--- src/rtl/wb_regfile_pkg.sv ---
// wb_regfile shared types and constants.
// Widths, zero constants and enable encodings for the WB-side register file.
package wb_regfile_pkg;

  localparam int XLEN   = 64;
  localparam int NREG   = 32;
  localparam int ADDR_W = 5;
  localparam int HILO_W = 32;

  typedef logic [ADDR_W-1:0] reg_addr_t;
  typedef logic [XLEN-1:0]   reg_t;
  typedef logic [HILO_W-1:0] hilo_t;

  localparam reg_t      ZERO_DWORD    = '0;
  localparam hilo_t     ZERO_WORD     = '0;
  localparam logic      WRITE_ENABLE  = 1'b1;
  localparam logic      WRITE_DISABLE = 1'b0;
  localparam logic      READ_ENABLE   = 1'b1;
  localparam reg_addr_t NOP_REG_ADDR  = '0;

endpackage

--- src/rtl/wb_regfile_hilo.sv ---
// HI/LO pair storage with same-cycle writeback bypass.
// HI and LO always update together under one enable.
module hilo_reg
  import wb_regfile_pkg::*;
(
  input  logic  clk,
  input  logic  rst,
  input  logic  we,
  input  hilo_t hi,
  input  hilo_t lo,
  output hilo_t hi_o,
  output hilo_t lo_o
);

  hilo_t hi_q;
  hilo_t lo_q;

  // Commit HI/LO together; async clear on reset.
  always_ff @(posedge clk or negedge rst) begin
    if (!rst) begin
      hi_q <= ZERO_WORD;
      lo_q <= ZERO_WORD;
    end else if (we == WRITE_ENABLE) begin
      hi_q <= hi;
      lo_q <= lo;
    end
  end

  // Bypass the in-flight write; force zero while in reset.
  always_comb begin
    hi_o = ZERO_WORD;
    lo_o = ZERO_WORD;
    if (rst) begin
      hi_o = we ? hi : hi_q;
      lo_o = we ? lo : lo_q;
    end
  end

endmodule

--- src/rtl/wb_regfile.sv ---
// Writeback register file: 32x64 GPRs, HI/LO, two bypassed read ports.
// Optional WB_RETIRE_CNT_EN adds a 32-bit retired-write counter port.
module wb_regfile
  import wb_regfile_pkg::*;
(
  input  logic      clk,
  input  logic      rst,
`ifdef WB_RETIRE_CNT_EN
  output logic [31:0] wb_retire_cnt,
`endif
  input  reg_addr_t wb_wd,
  input  logic      wb_wreg,
  input  reg_t      wb_wdata,
  input  hilo_t     wb_hi,
  input  hilo_t     wb_lo,
  input  logic      wb_whilo,
  input  logic      re1,
  input  reg_addr_t raddr1,
  output reg_t      rdata1,
  input  logic      re2,
  input  reg_addr_t raddr2,
  output reg_t      rdata2,
  output hilo_t     hi_o,
  output hilo_t     lo_o
);

  reg_t regs [NREG];
  logic gpr_we;

  assign gpr_we = (wb_wreg == WRITE_ENABLE) && (wb_wd != NOP_REG_ADDR);

  // GPR commit; register 0 is never written.
  always_ff @(posedge clk or negedge rst) begin
    if (!rst) begin
      for (int i = 0; i < NREG; i++) regs[i] <= ZERO_DWORD;
    end else if (gpr_we) begin
      regs[wb_wd] <= wb_wdata;
    end
  end

  function automatic reg_t rd_port(
    input logic      rst_n,
    input logic      re,
    input reg_addr_t addr,
    input logic      wreg,
    input reg_addr_t wd,
    input reg_t      wdata,
    input reg_t      stored
  );
    if (!rst_n || re != READ_ENABLE) return ZERO_DWORD;
    if (addr == NOP_REG_ADDR) return ZERO_DWORD;
    if (wreg && wd == addr) return wdata;
    return stored;
  endfunction

  // Read port 1: enable, r0, bypass, then array.
  always_comb begin
    rdata1 = ZERO_DWORD;
    rdata1 = rd_port(rst, re1, raddr1, wb_wreg, wb_wd,
                     wb_wdata, regs[raddr1]);
  end

  // Read port 2: same priority as port 1.
  always_comb begin
    rdata2 = ZERO_DWORD;
    rdata2 = rd_port(rst, re2, raddr2, wb_wreg, wb_wd,
                     wb_wdata, regs[raddr2]);
  end

  hilo_reg u_hilo (
    .clk  (clk),
    .rst  (rst),
    .we   (wb_whilo),
    .hi   (wb_hi),
    .lo   (wb_lo),
    .hi_o (hi_o),
    .lo_o (lo_o)
  );

`ifdef WB_RETIRE_CNT_EN
  logic [31:0] cnt_q;

  // Count cycles retiring any write; GPR+HI/LO counts once.
  always_ff @(posedge clk or negedge rst) begin
    if (!rst) begin
      cnt_q <= '0;
    end else if (gpr_we || wb_whilo) begin
      cnt_q <= cnt_q + 32'd1;
    end
  end

  assign wb_retire_cnt = cnt_q;
`endif

endmodule

--- config.mk ---
export PLATFORM = sky130hd
export DESIGN_NAME = wb_regfile
export DESIGN_NICKNAME = d
export VERILOG_FILES = /design/src/rtl/wb_regfile_pkg.sv /design/src/rtl/wb_regfile_hilo.sv /design/src/rtl/wb_regfile.sv
export SDC_FILE = /design/constraint.sdc
export NUM_CORES = 2
export LEC_CHECK = 0
export BUFFER_PORTS_ARGS = -buffer_cell sky130_fd_sc_hd__buf_4
export CAP_MARGIN = 30
export CORE_MARGIN = 4
export CORE_UTILIZATION = 60
export DETAILED_ROUTE_END_ITERATION = 6
export GPL_ROUTABILITY_DRIVEN = 0
export PLACE_DENSITY_LB_ADDON = 0.3
export SETUP_SLACK_MARGIN = 0.4
export SYNTH_ARGS = -nofsm -noshare
export SYNTH_HDL_FRONTEND = slang
export SYNTH_SLANG_ARGS = --single-unit
--- constraint.sdc ---
create_clock -name clk -period 3.5 [get_ports clk]
set_clock_uncertainty 0.1 [all_clocks]
set_input_delay 0.35 -clock clk [delete_from_list [all_inputs] [get_ports clk]]
set_output_delay 0.35 -clock clk [all_outputs]
set_load 0.05 [all_outputs]
* Word-level counts from Yosys, hierarchy flattened
Index checks and enable logic that the tools add are counted.
W data, S select, Z words.
** Word-level totals
- Logic and storage cells :: 92
- Output and inout port bits :: 192
- Register bits after elaboration :: 2112
- Input port bits :: 149
** Cells by class
- Muxes and demuxes :: 37
- Equality and inequality tests :: 2
- Bitwise operators :: 5
- $lt $le $gt $ge :: 4
- Reductions and logical operators :: 10
** Operators with widths (number)
- $bwmux W2048 :: 1
- $mux W64 :: 17
- $bmux W64 S5 :: 2
- $demux W64 S5 :: 1
- $mux W32 :: 4
- $ge A6 B6 Y1 const B :: 3
- $not A5 Y6 :: 3
- $mux W1 :: 12
- $eq A5 B5 Y1 :: 2
- $logic_not A5 Y1 :: 2
- $lt A6 B1 Y1 const B :: 1
- $reduce_bool A5 Y1 :: 1
- $logic_and A1 B1 Y1 :: 4
- $logic_or A1 B1 Y1 :: 2
- $not A1 Y1 :: 2
- $logic_not A1 Y1 :: 1

* Depth between registers and ports, before layout
- Word-level depth :: 9
- Depth in mapped cells :: 10
- Mapped depth without buffers :: 5

* By module
A second synthesis with hierarchy kept.
** Second synthesis, totals
- Cells, all modules :: 8112
- Area, all modules :: 114389.7 µm²
** By module, submodules not included
- wb_regfile :: sequential area each 51249.2 µm², cells each 7907, area each 111278.0 µm², times used 1
- hilo_reg :: sequential area each 1601.5 µm², cells each 205, area each 3111.7 µm², times used 1

* Worst setup path after synthesis
Ideal clock, no wire load.
- Path kind :: input port to output port
- Start :: input wb_wd[4]
- End :: output rdata1[62]
- Data required time :: 3050 ps
- Path slack :: 473 ps
- Cell stages on the path :: 8
- Path buffers :: 3
- Arrival time :: 2577 ps
- Path through :: buf_2 xor2_1 nor4_1 nor4b_1 buf_2 clkbuf_1 a311oi_1 a21oi_1
** Between the ends
- Word-level cells in the longest chain between the ends :: 8
- Elaborated cells between the ends (all ways) :: 9
- Those cells by class :: eq/ne (1); mux (7); reduce/logical (1)
** Ends and longest elaborated chain
- start, declared :: line wb_regfile.sv:11 : input reg_addr_t wb_wd,
- $eq A5 B5 Y1 (*) :: line wb_regfile.sv:52 : if (wreg && wd == addr) return wdata;
- $logic_and A1 B1 Y1 (*) :: line wb_regfile.sv:52
- $mux W1 (2 in a row) :: line wb_regfile.sv:52
- $mux W1 :: line wb_regfile.sv:51 : if (addr == NOP_REG_ADDR) return ZERO_DWORD;
- $mux W64 (*) :: line wb_regfile.sv:53 : return stored;
- $mux W64 (*) :: line wb_regfile.sv:52
- $mux W64 (*) :: line wb_regfile.sv:51
- end, declared :: line wb_regfile.sv:19 : output reg_t rdata1,
Every way passes the cells marked *; elsewhere a longest branch is shown, timed or not. The select of a mux whose other input is x is not followed.

* Final worst setup path
- Start :: register regs[1051] (netlist bit)
- End :: output rdata2[27]
** Between the ends
- Word-level cells in the longest chain between the ends :: 6
** Ends and longest elaborated chain
- start, declared :: line wb_regfile.sv:27 : reg_t regs [NREG];
- start signal, assigned by index :: line wb_regfile.sv:37 : regs[wb_wd] <= wb_wdata;
- $bmux W64 S5 :: line wb_regfile.sv:67 : wb_wdata, regs[raddr2]);
- $mux W64 (implied by the code) (2 in a row) :: line wb_regfile.sv:67
- $mux W64 :: line wb_regfile.sv:53
- $mux W64 :: line wb_regfile.sv:52
- $mux W64 :: line wb_regfile.sv:51
- end, declared :: line wb_regfile.sv:22 : output reg_t rdata2,
Every way passes these cells. The select of a mux whose other input is x is not followed.

==> report_table.html <==
<table>
<tr><th>Metric</th><th>Value</th></tr>
<tr><th colspan="2">GRT</th></tr>
<tr><td>Vias in the first global route</td><td>80500</td></tr>
<tr><td>Antenna violations before repair</td><td>16</td></tr>
<tr><td>Pin count of the biggest net entering global routing</td><td>191</td></tr>
<tr><td>Overflow after GRT</td><td>0</td></tr>
<tr><td>Wire length of the first global-routing pass</td><td>539000 µm</td></tr>
<tr><td>Aggregate global-route resource usage</td><td>37.9%</td></tr>
<tr><th colspan="2">STA</th></tr>
<tr><td>Share of the clock period used by the worst path after layout</td><td>95.6%</td></tr>
<tr><td>Final number of setup-violating endpoints</td><td>0</td></tr>
<tr><td>Actual slew at the worst max-slew pin</td><td>1.09 ns</td></tr>
<tr><td>Final-layout worst hold slack</td><td>-0.119 ns</td></tr>
<tr><td>Worst max-slew margin expressed relative to the limit</td><td>27.6%</td></tr>
<tr><td>Hold violation total from the final report</td><td>77</td></tr>
<tr><td>Max Transition Viols Final</td><td>0</td></tr>
<tr><td>Post-route minimum period</td><td>3.35 ns</td></tr>
<tr><td>Accumulated negative setup slack</td><td>0 ns</td></tr>
<tr><td>Fmax</td><td>299 MHz</td></tr>
<tr><td>RSZ-0062 raised after global routing</td><td>true</td></tr>
<tr><th colspan="2">Floorplan</th></tr>
<tr><td>Number of primary I/O pins</td><td>341</td></tr>
<tr><td>Vertical die dimension</td><td>439 µm</td></tr>
<tr><td>Area of the die</td><td>193000 µm²</td></tr>
<tr><td>Row cnt</td><td>158</td></tr>
<tr><td>Horizontal die dimension</td><td>439 µm</td></tr>
<tr><td>Core area</td><td>185000 µm²</td></tr>
<tr><td>Initial core utilization</td><td>60.3%</td></tr>
<tr><th colspan="2">Finish</th></tr>
<tr><td>Fraction of final layout cells sized beyond drive strength 1</td><td>55.8%</td></tr>
<tr><td>Final cell utilization of the core</td><td>70.9%</td></tr>
<tr><td>Count of nets after finishing</td><td>8019</td></tr>
<tr><td>Cell area after layout</td><td>131000 µm²</td></tr>
<tr><td>Area Growth Syn to Fin</td><td>17.6%</td></tr>
<tr><td>FILL cells</td><td>11600</td></tr>
<tr><th colspan="2">Critical path</th></tr>
<tr><td>Most used cell, CP</td><td>sky130_fd_sc_hd__mux4_2</td></tr>
<tr><td>Crit path launch type</td><td>flip-flop</td></tr>
<tr><td>Cells traversed along the worst timing path</td><td>mux4_2, mux4_2, a221o_2, buf_8</td></tr>
<tr><td>Endpoint of the lowest-slack register-to-register path</td><td>regs[1862]</td></tr>
<tr><td>Reg2Reg Setup Slack</td><td>2.37 ns</td></tr>
<tr><td>Required @ worst endpoint</td><td>3.05 ns</td></tr>
<tr><td>Worst EP arrival</td><td>2.90 ns</td></tr>
<tr><td>Kind of end point of the critical path</td><td>primary output</td></tr>
<tr><td>CP Max Fanout</td><td>2</td></tr>
<tr><td>Depth of the worst register-to-register path</td><td>3</td></tr>
<tr><td>RR Startpoint</td><td>regs[1862]</td></tr>
<tr><td>Worst stage delay on the critical path</td><td>0.53 ns</td></tr>
<tr><td>CP max-delay cell</td><td>sky130_fd_sc_hd__mux4_2</td></tr>
<tr><td>Type of the worst setup path</td><td>reg2out</td></tr>
<tr><th colspan="2">Synth</th></tr>
<tr><td>Area share of xor/xnor cells in the synthesized design</td><td>0.0784%</td></tr>
<tr><td>Fraction of the mapped netlist area in compound gates</td><td>5.12%</td></tr>
<tr><td>Unique masters post-synth</td><td>45</td></tr>
<tr><td>Gate count after technology mapping</td><td>7416</td></tr>
<tr><td>Per-instance average area after synthesis</td><td>15.1 µm²</td></tr>
<tr><td>Seq cells post-synth</td><td>2112</td></tr>
<tr><td>Area fraction in and, or, nand and nor cells after synthesis</td><td>1.58%</td></tr>
<tr><td>Synth top area cells</td><td>sky130_fd_sc_hd__dfrtp_1 47%, sky130_fd_sc_hd__mux2_2 21%, sky130_fd_sc_hd__mux4_2 19%</td></tr>
<tr><td>Post-synth net total</td><td>7565</td></tr>
<tr><td>Proportion of synthesized chip area in sequential cells</td><td>47.3%</td></tr>
<tr><td>Count of flip-flops with a built-in enable after synthesis</td><td>0</td></tr>
<tr><td>Area share of fa/ha/maj cells after synthesis</td><td>0%</td></tr>
<tr><td>Fraction of registers with async set or reset after synthesis</td><td>100%</td></tr>
<tr><td>Leading cell types by count after synthesis</td><td>2112 x sky130_fd_sc_hd__dfrtp_1, 2049 x sky130_fd_sc_hd__mux2_2, 928 x sky130_fd_sc_hd__mux4_2</td></tr>
<tr><td>Area leader, netlist</td><td>sky130_fd_sc_hd__dfrtp_1</td></tr>
<tr><td>Commonest register cell after synthesis</td><td>sky130_fd_sc_hd__dfrtp_1</td></tr>
<tr><td>Post-synth top area share</td><td>47.3%</td></tr>
<tr><td>Combinational family with the most area after synthesis</td><td>multiplexers</td></tr>
<tr><td>Multiplexer fraction of the synthesized cell area</td><td>42.6%</td></tr>
<tr><td>Warnings from Yosys</td><td>0</td></tr>
<tr><td>Synthesized cell area</td><td>112000 µm²</td></tr>
<tr><td>Most used standard cell by instance count after synthesis</td><td>sky130_fd_sc_hd__dfrtp_1</td></tr>
<tr><th colspan="2">Clock network</th></tr>
<tr><td>Root Buffer Master</td><td>sky130_fd_sc_hd__clkbuf_16</td></tr>
<tr><td>CTS max path bufs</td><td>3</td></tr>
<tr><td>CTS tree</td><td>built</td></tr>
<tr><td>Clock transition at the registers of the reported paths</td><td>0.06 ns</td></tr>
<tr><td>Clock network latency to the later pin of the worst-skew pair</td><td>0.87 ns</td></tr>
<tr><td>Max H-tree Level</td><td>4</td></tr>
<tr><td>Cts bufs inserted</td><td>221</td></tr>
<tr><td>Clk sinks</td><td>2112</td></tr>
<tr><th colspan="2">Placement</th></tr>
<tr><td>Detailed placer's ending HPWL</td><td>203000 µm</td></tr>
<tr><td>I/O Buffers</td><td>340</td></tr>
<tr><td>Cell Area, Placed</td><td>118000 µm²</td></tr>
<tr><th colspan="2">Outcome</th></tr>
<tr><td>Violated checks</td><td>hold timing</td></tr>
<tr><td>Result of the run</td><td>complete, but fails checks</td></tr>
<tr><th colspan="2">Routing</th></tr>
<tr><td>Via-per-instance ratio</td><td>7.31</td></tr>
<tr><td>Residual DRC</td><td>0</td></tr>
<tr><td>Drt total wl</td><td>367000 µm</td></tr>
<tr><td>First drt pass iteration count</td><td>6</td></tr>
<tr><td>Routed wire per std cell</td><td>34.8 µm</td></tr>
<tr><td>DR vias</td><td>77200</td></tr>
<tr><td>Antenna-violating nets left</td><td>0</td></tr>
<tr><td>Drt initial violations</td><td>8694</td></tr>
<tr><th colspan="2">Flow run</th></tr>
<tr><td>Max capacitance violation total</td><td>0</td></tr>
<tr><th colspan="2">Pwr</th></tr>
<tr><td>Pwr Total</td><td>73.5 mW</td></tr>
<tr><td>Peak supply drop</td><td>0.572 mV</td></tr>
<tr><td>Power density normalized to cell area</td><td>559 nW/µm²</td></tr>
<tr><td>Static leakage</td><td>58.1 nW</td></tr>
<tr><th colspan="2">Min path</th></tr>
<tr><td>Worst min-delay path class</td><td>in2async</td></tr>
</table>
-- state kept, by name (all words and copies together), names as in the netlist --
| name | flops |
|---|---|
| regs | 2048 |
| u_hilo.hi_q | 32 |
| u_hilo.lo_q | 32 |
-- worst max-delay path by stage --
stage                     from         end  slack, ns  depth (start not counted)
finish              regs[1051]  rdata2[27]       0.15                          4
floorplan             wb_wd[4]  rdata1[62]       0.47                          8
CTS                 regs[1371]  rdata2[27]       0.16                          4
global route        regs[1179]  rdata2[27]       0.15                          4
detailed placement   raddr1[0]  rdata1[27]      -0.07                         10
global placement     raddr1[0]  rdata1[27]      -0.22                         10
-- stage by stage --
step / setup WS, ns / instances
final: 0.153 / 10600
after global routing: 0.149 / 10500
after CTS: 0.156 / 10500
after detailed placement: -0.0705 / 9696
after global placement: -0.221 / 9695
after floorplan: 0.473 / 7416
-- cell usage in the layout (no fill, tap or decap), types with 25 or more instances in the layout --
cell type                       Yosys  final
sky130_fd_sc_hd__dlygate4sd3_1      0    133
sky130_fd_sc_hd__clkbuf_1         608     38
sky130_fd_sc_hd__mux4_2           928    928
sky130_fd_sc_hd__clkbuf_16          0    231
sky130_fd_sc_hd__mux2i_1          358    343
sky130_fd_sc_hd__a221o_1           63     57
sky130_fd_sc_hd__nor3_1            52     50
sky130_fd_sc_hd__a22o_1           126    126
sky130_fd_sc_hd__clkbuf_8           0     58
sky130_fd_sc_hd__and3_1            44     35
sky130_fd_sc_hd__dfrtp_1         2112   2112
sky130_fd_sc_hd__buf_4             34    672
sky130_fd_sc_hd__bufinv_16          0     25
sky130_fd_sc_hd__a211o_1           63     63
sky130_fd_sc_hd__and2_1            73     64
sky130_fd_sc_hd__o22a_1            63     38
sky130_fd_sc_hd__clkinv_2           0     43
sky130_fd_sc_hd__o221ai_1         161    156
sky130_fd_sc_hd__nand2_1          112     90
sky130_fd_sc_hd__a21oi_1          161    144
sky130_fd_sc_hd__buf_12             0    142
sky130_fd_sc_hd__buf_8              0     36
sky130_fd_sc_hd__o22ai_1           57     53
sky130_fd_sc_hd__buf_6             12    100
sky130_fd_sc_hd__mux2_2          2049   2048
-- kinds of logic (layout without fill, tap and decap cells) --
logic type | Yosys count | count (layout)
DFF | 2112 | 2112
muxes | 3335 | 3335
buffers and inverters | 879 | 1518
xor gates and xnor gates | 10 | 10
other | 0 | 15
and+or+nand+nor | 343 | 344
AOI/OAI and AO/OA | 737 | 737
-- final cells by class --
class,instances,area (µm²),area share [%]
antenna,15,37.5,0.0286
clock buffer,320,6560,4.99
clock inverter,89,1220,0.927
inverter,3,23.8,0.0181
multi-input combinational,4426,56100,42.7
sequential,2112,52900,40.2
tap,2480,3100,2.36
timing repair buffer,1106,11500,8.76
-- routing by layer --
metal / global-route usage (%) / up-vias / routed length, µm
met5: 0 / - / 34
met4: 23.1 / 6 / 26500
met3: 9.31 / 1416 / 37700
met2: 58.8 / 4881 / 172000
met1: 48.6 / 41000 / 132000
li1: - / 29800 / -
-- power by group --
| part | internal, mW | switching [mW] |
|---|---|---|
| clock | 14.8 | 10.3 |
| combinational | 9.51 | 6.50 |
| sequential | 29.0 | 3.39 |
-- critical path: cells and delay by family, from the launching register on --
kind	cells	cell delay (ns)
AO/OA/AOI/OAI	1	0.46
multiplexers	2	1.01
buffers and inverters	1	0.19
flip-flops	1	0.38
-- repair_timing --
action,4_1_cts,5_1_grt
buffers inserted,224,57
hold buffers,139,0
pin swaps,211,148
gates resized for setup,243,88
endpoints found under the hold margin,2677,0
setup endpoints to repair,126,153
cloned,5,5
Power figures use the tool's default switching activity.
